===== src/rtl/sprite_anim_ctrl.sv =====
// Per-player animation sequencer: latches action requests between VGA frames,
// runs the action FSM and drives the sprite ROM frame offset.
module sprite_anim_ctrl #(
    parameter int FRAME_WORDS     = 4096,
    parameter int ADDR_W          = 16,
    parameter int TICKS_PER_FRAME = 4,
    parameter int IDLE_BASE       = 0,
    parameter int IDLE_LEN        = 2,
    parameter int WALK_BASE       = 2,
    parameter int WALK_LEN        = 4,
    parameter int PUNCH_BASE      = 6,
    parameter int PUNCH_LEN       = 3,
    parameter int KICK_BASE       = 9,
    parameter int KICK_LEN        = 3,
    parameter int HIT_BASE        = 12,
    parameter int HIT_LEN         = 2,
    parameter int ACTIVE_IDX      = 1
) (
    input  logic              clk,
    input  logic              reset,
    input  logic              frame_tick,
    input  logic              move_left,
    input  logic              move_right,
    input  logic              punch,
    input  logic              kick,
    input  logic              hit,
    output logic [ADDR_W-1:0] addr_offset,
    output logic [2:0]        anim_state,
    output logic              attack_active,
    output logic              busy
);

    localparam int IDX_W = 8;
    localparam logic [ADDR_W-1:0] RST_ADDR = ADDR_W'(IDLE_BASE * FRAME_WORDS);

    if ((HIT_BASE + HIT_LEN) * FRAME_WORDS > 2 ** ADDR_W) begin : g_addr_chk
        $error("sprite_anim_ctrl: frame offsets do not fit in ADDR_W");
    end
    if (TICKS_PER_FRAME < 1 || TICKS_PER_FRAME > 15) begin : g_tpf_chk
        $error("sprite_anim_ctrl: TICKS_PER_FRAME out of range 1..15");
    end

    typedef enum logic [2:0] {
        ST_IDLE  = 3'd0,
        ST_WALK  = 3'd1,
        ST_PUNCH = 3'd2,
        ST_KICK  = 3'd3,
        ST_HIT   = 3'd4
    } state_e;

    function automatic logic [IDX_W-1:0] base_of(input state_e s);
        case (s)
            ST_IDLE:  base_of = IDX_W'(IDLE_BASE);
            ST_WALK:  base_of = IDX_W'(WALK_BASE);
            ST_PUNCH: base_of = IDX_W'(PUNCH_BASE);
            ST_KICK:  base_of = IDX_W'(KICK_BASE);
            ST_HIT:   base_of = IDX_W'(HIT_BASE);
            default:  base_of = IDX_W'(IDLE_BASE);
        endcase
    endfunction

    function automatic logic [IDX_W-1:0] len_of(input state_e s);
        case (s)
            ST_IDLE:  len_of = IDX_W'(IDLE_LEN);
            ST_WALK:  len_of = IDX_W'(WALK_LEN);
            ST_PUNCH: len_of = IDX_W'(PUNCH_LEN);
            ST_KICK:  len_of = IDX_W'(KICK_LEN);
            ST_HIT:   len_of = IDX_W'(HIT_LEN);
            default:  len_of = IDX_W'(IDLE_LEN);
        endcase
    endfunction

    state_e             state_q, state_d, sel_s;
    logic [IDX_W-1:0]   frame_q, frame_d, adv_frame_s;
    logic [3:0]         hold_q, hold_d, adv_hold_s;
    logic               pend_punch_q, pend_punch_d;
    logic               pend_kick_q, pend_kick_d;
    logic               pend_hit_q, pend_hit_d;
    logic               punch_prev_q, kick_prev_q;
    logic [ADDR_W-1:0]  addr_d;
    logic               attack_d, busy_d;
    logic [31:0]        prod_s;
    logic               locked_s, hold_wrap_s, last_frame_s, complete_s;
    logic               clr_all_s, clr_hit_s;

    // Next-state evaluation: state only moves on frame_tick; requests are captured every cycle.
    always_comb begin
        state_d      = state_q;
        frame_d      = frame_q;
        hold_d       = hold_q;
        clr_all_s    = 1'b0;
        clr_hit_s    = 1'b0;
        locked_s     = (state_q == ST_PUNCH) || (state_q == ST_KICK) || (state_q == ST_HIT);
        hold_wrap_s  = (hold_q == 4'(TICKS_PER_FRAME - 1));
        last_frame_s = (frame_q == base_of(state_q) + len_of(state_q) - 8'd1);
        complete_s   = locked_s && hold_wrap_s && last_frame_s;

        if (hold_wrap_s) begin
            adv_hold_s  = 4'd0;
            adv_frame_s = last_frame_s ? base_of(state_q) : frame_q + 8'd1;
        end else begin
            adv_hold_s  = hold_q + 4'd1;
            adv_frame_s = frame_q;
        end

        if (pend_hit_q) begin
            sel_s = ST_HIT;
        end else if (pend_punch_q) begin
            sel_s = ST_PUNCH;
        end else if (pend_kick_q) begin
            sel_s = ST_KICK;
        end else if (move_left ^ move_right) begin
            sel_s = ST_WALK;
        end else begin
            sel_s = ST_IDLE;
        end

        if (frame_tick) begin
            if (!locked_s || complete_s) begin
                clr_all_s = 1'b1;
                // Unlocked reselection of the same loop keeps its phase.
                if (!locked_s && (sel_s == state_q)) begin
                    frame_d = adv_frame_s;
                    hold_d  = adv_hold_s;
                end else begin
                    state_d = sel_s;
                    frame_d = base_of(sel_s);
                    hold_d  = 4'd0;
                end
            end else if (pend_hit_q) begin
                clr_hit_s = 1'b1;
                state_d   = ST_HIT;
                frame_d   = IDX_W'(HIT_BASE);
                hold_d    = 4'd0;
            end else begin
                frame_d = adv_frame_s;
                hold_d  = adv_hold_s;
            end
        end else begin
            state_d = state_q;
        end

        pend_punch_d = (pend_punch_q & ~clr_all_s) | (punch & ~punch_prev_q);
        pend_kick_d  = (pend_kick_q & ~clr_all_s) | (kick & ~kick_prev_q);
        pend_hit_d   = (pend_hit_q & ~(clr_all_s | clr_hit_s)) | hit;

        prod_s   = 32'(frame_d) * 32'(FRAME_WORDS);
        addr_d   = prod_s[ADDR_W-1:0];
        attack_d = ((state_d == ST_PUNCH) && (frame_d == IDX_W'(PUNCH_BASE + ACTIVE_IDX))) ||
                   ((state_d == ST_KICK)  && (frame_d == IDX_W'(KICK_BASE + ACTIVE_IDX)));
        busy_d   = (state_d == ST_PUNCH) || (state_d == ST_KICK) || (state_d == ST_HIT);
    end

    // State, pending-request and registered-output flops.
    always_ff @(posedge clk or negedge reset) begin
        if (!reset) begin
            state_q       <= ST_IDLE;
            frame_q       <= IDX_W'(IDLE_BASE);
            hold_q        <= 4'd0;
            pend_punch_q  <= 1'b0;
            pend_kick_q   <= 1'b0;
            pend_hit_q    <= 1'b0;
            punch_prev_q  <= 1'b0;
            kick_prev_q   <= 1'b0;
            addr_offset   <= RST_ADDR;
            anim_state    <= 3'd0;
            attack_active <= 1'b0;
            busy          <= 1'b0;
        end else begin
            state_q       <= state_d;
            frame_q       <= frame_d;
            hold_q        <= hold_d;
            pend_punch_q  <= pend_punch_d;
            pend_kick_q   <= pend_kick_d;
            pend_hit_q    <= pend_hit_d;
            punch_prev_q  <= punch;
            kick_prev_q   <= kick;
            addr_offset   <= addr_d;
            anim_state    <= state_d;
            attack_active <= attack_d;
            busy          <= busy_d;
        end
    end

endmodule

===== config.mk =====
export PLATFORM = sky130hd
export DESIGN_NAME = sprite_anim_ctrl
export DESIGN_NICKNAME = d
export VERILOG_FILES = /design/src/rtl/sprite_anim_ctrl.sv
export SDC_FILE = /design/constraint.sdc
export NUM_CORES = 1
export LEC_CHECK = 0
export ABC_AREA = 1
export CAP_MARGIN = 5
export CORE_MARGIN = 1
export CORE_UTILIZATION = 25
export DETAILED_ROUTE_END_ITERATION = 10
export HOLD_SLACK_MARGIN = 0.02
export PLACE_DENSITY_LB_ADDON = 0.08
export RECOVER_POWER = 100
export SETUP_SLACK_MARGIN = 0.15
export SYNTH_ARGS = -nofsm -noshare
export SYNTH_HDL_FRONTEND = slang
export SYNTH_SLANG_ARGS = --single-unit

===== constraint.sdc =====
create_clock -name clk -period 4.2 [get_ports clk]
set_input_delay 0.84 -clock clk [delete_from_list [all_inputs] [get_ports clk]]
set_output_delay 0.84 -clock clk [all_outputs]
set_load 0.02 [all_outputs]

# Word-level counts from Yosys, hierarchy flattened
# Index checks and enable logic that the tools add are counted.
# word_totals
in_bits,8
register_bits,26
mem_bits_rw,0
latchBits,0
output_inout_bits,21
rom_bits,0
word_cells,84
n_memories,0
# classes
mul,0
n_mux,26
add_sub_neg,4
n_lt_le_gt_ge,0
shift,0
n_bitwise,14
eq_ne,16
n_div,0
reduce_logical,13
# op_table
op,count
$mux 8,6
$pmux 4 s4,2
$eq 3x2->1 const B,6
$mux 4,4
$mux 3,5
$eq 3x3->1 const B,3
$add 8x1->8 const B,1
$add 8x8->8,1
$eq 8x3->1 const B,1
$eq 8x4->1 const B,1
$eq 8x8->1,1
$sub 8x1->8 const B,1
$eq 3x1->1 const B,2
$logic_or 1x1->1,6
$mux 1,6
$pmux 3 s2,1
$and 1x1->1,5
$logic_and 1x1->1,5
$add 4x1->4 const B,1
$eq 4x2->1 const B,1
$mux 2,2
$not 1->1,4
$or 1x1->1,4
$eq 3x3->1,1
other kinds (3),3

# Depth between registers and ports, before layout
# Gate-level depths: netlist of the first run.
# logic_depth
word_depth,14
ltp_mapped,26
depth_no_buf,26

# Worst setup path before layout of the first run
# Ideal clock, no wire load.
# synth_path
path_kind,register to register
startpoint,reg state_q[2]
endpoint,reg attack_active
arrival_ps,3194
setup_time_ps,71
path_buffers,1
period_less_slack_ps,3265
setup_slack_ps,935
path_stages_with_launch,24
required_time_ps,4129
cell_sequence,dfrtp_1 > buf_6 > nor3_1 > inv_1 > nand2_1 > inv_1 > ha_1 > inv_1 > ha_1 > fa_1 > inv_1 > nand2_1 > nand3_1 > nor2_1 > nand2_2 > nor2_8 > nand3_4 > nand3_4 > nand2_8 > a21oi_2 > nand2_1 > nor2_1 > nand3_1 > nor2_1
# synth_between
elab_chain_cells,14
elab_cells_between_ends,35
cone_classes,2 x add/sub; 10 x eq/ne; 12 x mux; 11 x reduce/logical
# synth_rtl
item,line_no,source
from (decl),73,"state_e state_q, state_d, sel_s;"
from (signal assigned),170,state_q <= state_d;
$eq 3x2->1,"52, 63, 93",
$reduce_or 2->1 (no source line),n/a,
$pmux 3 s2,63,case (s)
$add 8x8->8,95,last_frame_s = (frame_q == base_of(state_q) + len_of(state_q) - 8'd1);
$sub 8x1->8,95,
$eq 8x8->1,95,
$mux 8,100,adv_frame_s = last_frame_s ? base_of(state_q) : frame_q + 8'd1;
$mux 8,98,if (hold_wrap_s) begin
$mux 8 (on tied branches),"130, 122",
$mux 8,119,if (!locked_s || complete_s) begin
$mux 8,118,if (frame_tick) begin
$eq 8x3->1 / $eq 8x4->1 (equally long branches),"149, 150",
$logic_and 1x1->1 (on tied branches),"149, 150",
$logic_or 1x1->1 *,149,attack_d = ((state_d == ST_PUNCH) && (frame_d == IDX_W'(PUNCH_BASE + ACTIVE_IDX))) ||
named net attack_d,81,"logic attack_d, busy_d;"
to (signal assigned),180,attack_active <= attack_d;
to (decl),29,"output logic attack_active,"
# Mark *: on every way through the listed nets, which the timed path passes. The rest lies on a longest branch.
# A chain may end at the register's enable or synchronous reset.

# Worst setup path in the final report of the first run
# Same ends and word-level chain as after synthesis.

==> results of run 1 <==
metal layers:
layer / vias up / global-route usage
met1: 807 / 0.1812
met4: 0 / 0.03516
met5: - / 0
li1: 937 / -
met2: 26 / 0.2127
met3: 4 / 0.01658
critical path: stages, from the launching register on:
cell,delay [ns]
dfrtp_1,0.51
nor3_1,0.30
inv_1,0.10
nand2_1,0.11
inv_1,0.05
ha_1,0.26
inv_1,0.04
ha_1,0.19
fa_1,0.53
inv_1,0.05
nand2_1,0.05
nand3_1,0.08
nor2_1,0.09
nand2_1,0.13
nor2_8,0.14
nand3_4,0.13
nand3_4,0.13
nand2_8,0.09
a21oi_1,0.20
nand2_1,0.08
nor2_1,0.15
nand3_1,0.09
nor2_1,0.10
cell families after synthesis:
family                   synth area share
flip-flops                         0.2718
AND/OR/NAND/NOR                    0.3842
other                            0.001851
XOR/XNOR                         0.008649
AO/OA/AOI/OAI                     0.09450
buffers and inverters              0.1674
adder cells (fa/ha/maj)           0.07165
layout make-up:
cell class | count | area, sq um
fillers | 878 | 5519
multi-input cells | 213 | 1156
flip-flops and latches | 22 | 550.5
inverters | 52 | 195.2
repair buffers | 17 | 163.9
well taps | 102 | 127.6
clock buffers | 4 | 55.05
worst paths after layout:
path                            slack (ns)  cells after the start        start             to
worst min-delay path                  0.43                      1  kick_prev_q    pend_kick_q
max in group asynchronous             2.35                      1        reset     frame_q[1]
min in group asynchronous             1.21                      1        reset   punch_prev_q
worst max-delay path                  0.54                     22   state_q[2]  attack_active
worst min register to register        0.43                      1  kick_prev_q    pend_kick_q
worst max register to register        0.54                     22   state_q[2]  attack_active
stage by stage:
stage	instance area [sq um]	hold WS (ns)	instances	setup WS (ns)
global route	2248	0.4506	410	0.1372
global placement	2218	0.4147	406	0.5298
detailed placement	2218	0.4149	406	0.5447
floorplan	2067	0.4095	307	0.9350
finish	2248	0.4312	410	0.5398
CTS	2273	0.4299	410	0.4857
placed cells by master, fill, tap and decap left out, drive strengths merged:
cell type and instances:
nand2 80, inv 51, nand3 39, nor2 28, dfrtp 22, a21oi 12
conb 12, dlygate4sd3 12, ha 10, o21ai 9, nand4 5, clkbuf 5
nor3 4, o22ai 4, clkdlybuf4s50 4, o31ai 2, and2 1, clkinv 1
xnor2 1, a31oi 1, nand3b 1, o21bai 1, xor2 1, a32o 1
fa 1
report_power, final:
group          leakage [nW]  total, W  internal (W)  switching [W]
Sequential            0.278  0.000336      0.000259      0.0000769
Combinational         0.870  0.000925      0.000315       0.000609
Clock                0.0288  0.000160     0.0000838      0.0000765
Total                  1.18   0.00142      0.000658       0.000762
==> impl_metrics.csv, run 1 <==
group,metric,value,unit
final_layout,num_antenna_cells,0,
setup_path,path_max_fanout,10,
clock_tree,clk_latency,0.27,ns
clock_tree,htreeDepth,1,
detailed_routing,wl_met3,142,microns
outcome,status,"complete, no violations",
clock_tree,post_cts_buffers,0,
sta,rsz0062_at_grt,"no",
synth,ys_top_cells_by_count,"74 x nand2_1, 43 x inv_1, 33 x nand3_1",
detailed_routing,drtAntennaViolNets,0,
sta,max_slew_margin,0.2380,
detailed_routing,routed_wl,5047,microns
final_layout,fin_nets,328,
detailed_routing,highest_layer,"met4",
global_route,grt_pass1_vias,1740,
placement,gp_congestion,0.7489,
global_route,grt_max_degree,25,
sta,worst_pin_slew,1.143,ns
detailed_routing,wl_met2,2297,microns
setup_path,crit_arrival,3.87,ns
synth,netlist_area,0.002026,sq mm
floorplan,rows,32,
power,peakVddDrop,0.1883,mV
placement,place_hpwl,4029,microns
floorplan,die_h,92.02,microns
global_route,overflow,0,
floorplan,die_width,92.02,microns
global_route,grt_usage,0.1307,
synth,synth_seq_cells,22,
synth,ys.flop_type,"dfrtp_1",
setup_path,start_kind,"flip-flop",
clock_tree,ctsHoldBuffers,0,
power,power.density,631.8,mW/mm^2
final_layout,syn_to_final_growth,10.99,%
sta,clock.fmax,0.2732,GHz
synth,yosysSeqAreaShare,0.2718,
sta,fin_setup_tns,0,ns
clock_tree,cts_max_path_buffers,2,
sta,finalCritPeriodShare,0.8715,
sta,fin_skew,0.005222,ns
synth,synth.distinct_cells,38,
power,leakage,1.177,nW
sta,finalHoldViolations,0,
final_layout,largest_reg_flops,8,
clock_tree,clock_sinks,22,
final_layout,fin_util,0.2895,
power,p_total,0.001421,W
synth,yosysMostFrequentCell,"nand2_1",
synth,async_reset_ff_frac,1.000,
synth,ys.warnings.count,0,
sta,slew_violations,0,
floorplan,initial_core_util,0.2608,
final_layout,largest_register,"frame_q",
detailed_routing,drc,0,
detailed_routing,vias,1774,
detailed_routing,wl_met1,2552,microns
detailed_routing,drtPass1Iterations,4,
placement,io_buffers,16,
clock_tree,cts-resized-gates,0,
sta,period_minus_slack,3.660,ns
clock_tree,cts_tree,"done",
job,drv_cap,0,
final_layout,drive_gt1_frac,0.09091,
synth,yosysTopAreaCell,"dfrtp_1",
synth,netlist_top_cells_area,"dfrtp_1 27%, nand2_1 14%, nand3_1 8.2%",
sta,setup_viol,0,
synth,avgSynthCellArea,6.844,sq um
clock_tree,numCtsBuffers,3,
synth,synth-edff-count,0,
global_route,grt_pass1_wl,8631,microns
synth,yosys.area.top_type_share,0.2718,
setup_path,path_class,"reg -> reg",
detailed_routing,drt_iter0_drc,52,
setup_path,cp.required,4.41,ns
clock_tree,path_clk_slew,0.09,ns
floorplan,die-area,0.008467,sq mm
hold_path,hold_class,"reg -> reg",
detailed_routing,vias_per_cell,4.327,
synth,netlist_instances,296,
global_route,antenna_found_initial,0,
setup_path,end_kind,"flip-flop",
detailed_routing,routedWlPerCell,12.31,microns
clock_tree,root_buffer,"clkbuf_8",
floorplan,ios,29,
final_layout,reg_top3,"frame_q: 8 flops, hold_q: 4 flops, state_q: 3 flops",
floorplan,core_area,0.007767,sq mm
Power figures use the tool's default switching activity.
==> inputs of run 2 (changes only) <==
--- a/config.mk
+++ b/config.mk
@@ -7,8 +7,11 @@
 export LEC_CHECK = 0
 export ABC_AREA = 1
 export CAP_MARGIN = 5
+export CELL_PAD_IN_SITES_DETAIL_PLACEMENT = 1
+export CELL_PAD_IN_SITES_GLOBAL_PLACEMENT = 1
 export CORE_MARGIN = 1
 export CORE_UTILIZATION = 25
+export CTS_CLUSTER_SIZE = 10
 export DETAILED_ROUTE_END_ITERATION = 10
 export HOLD_SLACK_MARGIN = 0.02
 export PLACE_DENSITY_LB_ADDON = 0.08
==> run 2 against run 1 <==
Non-clock buffer count is the same; sequential share of layout area is 0.15 points higher; global-route usage up 1.2 points; wire length grew 10%; combinational power is 2.3% higher; worst hold slack worse by 0.0030 ns; maximum frequency decreased by 2.4%; final cell count down 0.24%; clock power fell by 15%; sequential cell count unchanged; critical endpoint unchanged.
==> impl_metrics.csv, run 2 (synthesis gave the netlist of run 1 again) <==
group,metric,value,unit
clock_tree,post_cts_buffers,0,
setup_path,cp.required,4.40,ns
setup_path,end_kind,"flip-flop",
final_layout,final_common_cell,"nand2_1",
sta,slew_violations,0,
floorplan,core_area,0.007767,sq mm
sta,fin_setup_tns,0,ns
power,peakVddDrop,0.2207,mV
floorplan,die_width,92.02,microns
sta,setup_viol,0,
setup_path,path_class,"reg -> reg",
sta,period_minus_slack,3.750,ns
setup_path,path_max_fanout,10,
global_route,overflow,0,
clock_tree,clock_sinks,22,
detailed_routing,vias,1812,
final_layout,final_cells,409,
job,drv_cap,0,
setup_path,critPathMaxStageDelay,0.53,ns
floorplan,die_h,92.02,microns
final_layout,final_cell_mix,"75 x nand2_1, 43 x inv_1, 33 x nand3_1, 24 x nor2_1, 22 x dfrtp_1",
final_layout,fin_util,0.2877,
clock_tree,cts-resized-gates,0,
final_layout,num_antenna_cells,0,
floorplan,rows,32,
clock_tree,root_buffer,"clkbuf_8",
final_layout,fin_area,0.002235,sq mm
detailed_routing,drtAntennaViolNets,0,
global_route,antenna_found_initial,0,
placement,place_area,0.002218,sq mm
final_layout,drive_gt1_frac,0.08795,
detailed_routing,drt_iter0_drc,81,
final_layout,largest_register,"frame_q",
sta,fin_skew,0.004614,ns
setup_path,cp_cell_sequence,"nor3_1, inv_1, nand2_1, inv_1, ha_1, inv_1, ha_1, fa_1, inv_1, nand2_1, nand3_1, nor2_1, nand2_1, nor2_8, nand3_4, nand3_4, nand2_8, a21oi_1, nand2_1, nor2_1, nand3_1, nor2_1",
setup_path,crit_family,"simple AND/OR/NAND/NOR gates",
power,leakage,1.169,nW
global_route,grt_pass1_wl,9535,microns
clock_tree,ctsHoldBuffers,0,
hold_path,hold_class,"reg -> reg",
final_layout,syn_to_final_growth,10.31,%
final_layout,fin_nets,328,
power,power.density,635.1,mW/mm^2
detailed_routing,drtPass1Iterations,4,
final_layout,reg_top3,"frame_q: 8 flops, hold_q: 4 flops, state_q: 3 flops",
sta,worst_pin_slew,1.079,ns
clock_tree,cts_max_path_buffers,2,
floorplan,ios,29,
sta,whs,0.4282,ns
placement,place_hpwl,4578,microns
floorplan,die-area,0.008467,sq mm
sta,clock.fmax,0.2667,GHz
clock_tree,numCtsBuffers,3,
floorplan,initial_core_util,0.2608,
clock_tree,cts_tree,"done",
clock_tree,htreeDepth,1,
detailed_routing,vias_per_cell,4.430,
placement,gp_congestion,0.7806,
setup_path,crit_arrival,3.95,ns
sta,finalCritPeriodShare,0.8927,
setup_path,crit_slowest_cell,"dfrtp_1",
placement,io_buffers,16,
detailed_routing,routed_wl,5552,microns
setup_path,start_kind,"flip-flop",
global_route,grt_max_degree,25,
sta,finalHoldViolations,0,
detailed_routing,drc,0,
global_route,grt_pass1_vias,1892,
final_layout,largest_reg_flops,8,
outcome,status,"complete, no violations",
setup_path,worst-path-buf-inv,4,
detailed_routing,routedWlPerCell,13.57,microns
placement,dp_cells,406,
sta,max_slew_margin,0.2786,
clock_tree,clk_latency,0.27,ns
global_route,grt_usage,0.1432,
sta,rsz0062_at_grt,"no",
clock_tree,path_clk_slew,0.08,ns
-- run 2: cell count changes in the layout (fill, tap and decap cells not counted) --
cell	before	now
clkbuf_8	4	3
-- run 2: per-stage QoR --
stage	worst slack, ns	total power, W
4_1_cts	0.4251	0.001479
6_report	0.4505	0.001419
3_5_place_dp	0.4458	0.001335
2_1_floorplan	0.9350	0.001084
5_1_grt	0.09018	0.001593
3_3_place_gp	0.4825	0.001341
-- run 2: layout make-up --
type                       count  area, sq um
fill                        1025         5533
multi-input combinational    213         1156
sequential                    22        550.5
inverter                      52        195.2
timing repair buffer          17        163.9
tap                          102        127.6
clock buffer                   3        41.29
-- run 2: final timing paths --
kind / start / endpoint / slack [ns] / depth (start not counted)
max in group asynchronous: reset / state_q[2] / 2.33 / 1
hold / removal: punch_prev_q / pend_punch_q / 0.43 / 1
setup / recovery: state_q[2] / attack_active / 0.45 / 22
setup reg to reg: state_q[2] / attack_active / 0.45 / 22
hold reg to reg: punch_prev_q / pend_punch_q / 0.43 / 1
min in group asynchronous: reset / kick_prev_q / 1.22 / 1
-- run 2: per-layer routing --
layer	GRT usage	vias up	share of wire
met4	0.03646	0	0.0099
met1	0.1945	847	0.51
met2	0.2444	22	0.46
li1	-	939	-
met3	0.01078	4	0.022
met5	0	-	0
-- run 2: power breakdown --
group          internal, W  leakage (nW)  total [W]  switching, W
Sequential        0.000259         0.278   0.000338     0.0000788
Clock            0.0000642        0.0216   0.000136     0.0000718
Combinational     0.000317         0.870   0.000946      0.000628
Total             0.000640          1.17    0.00142      0.000779
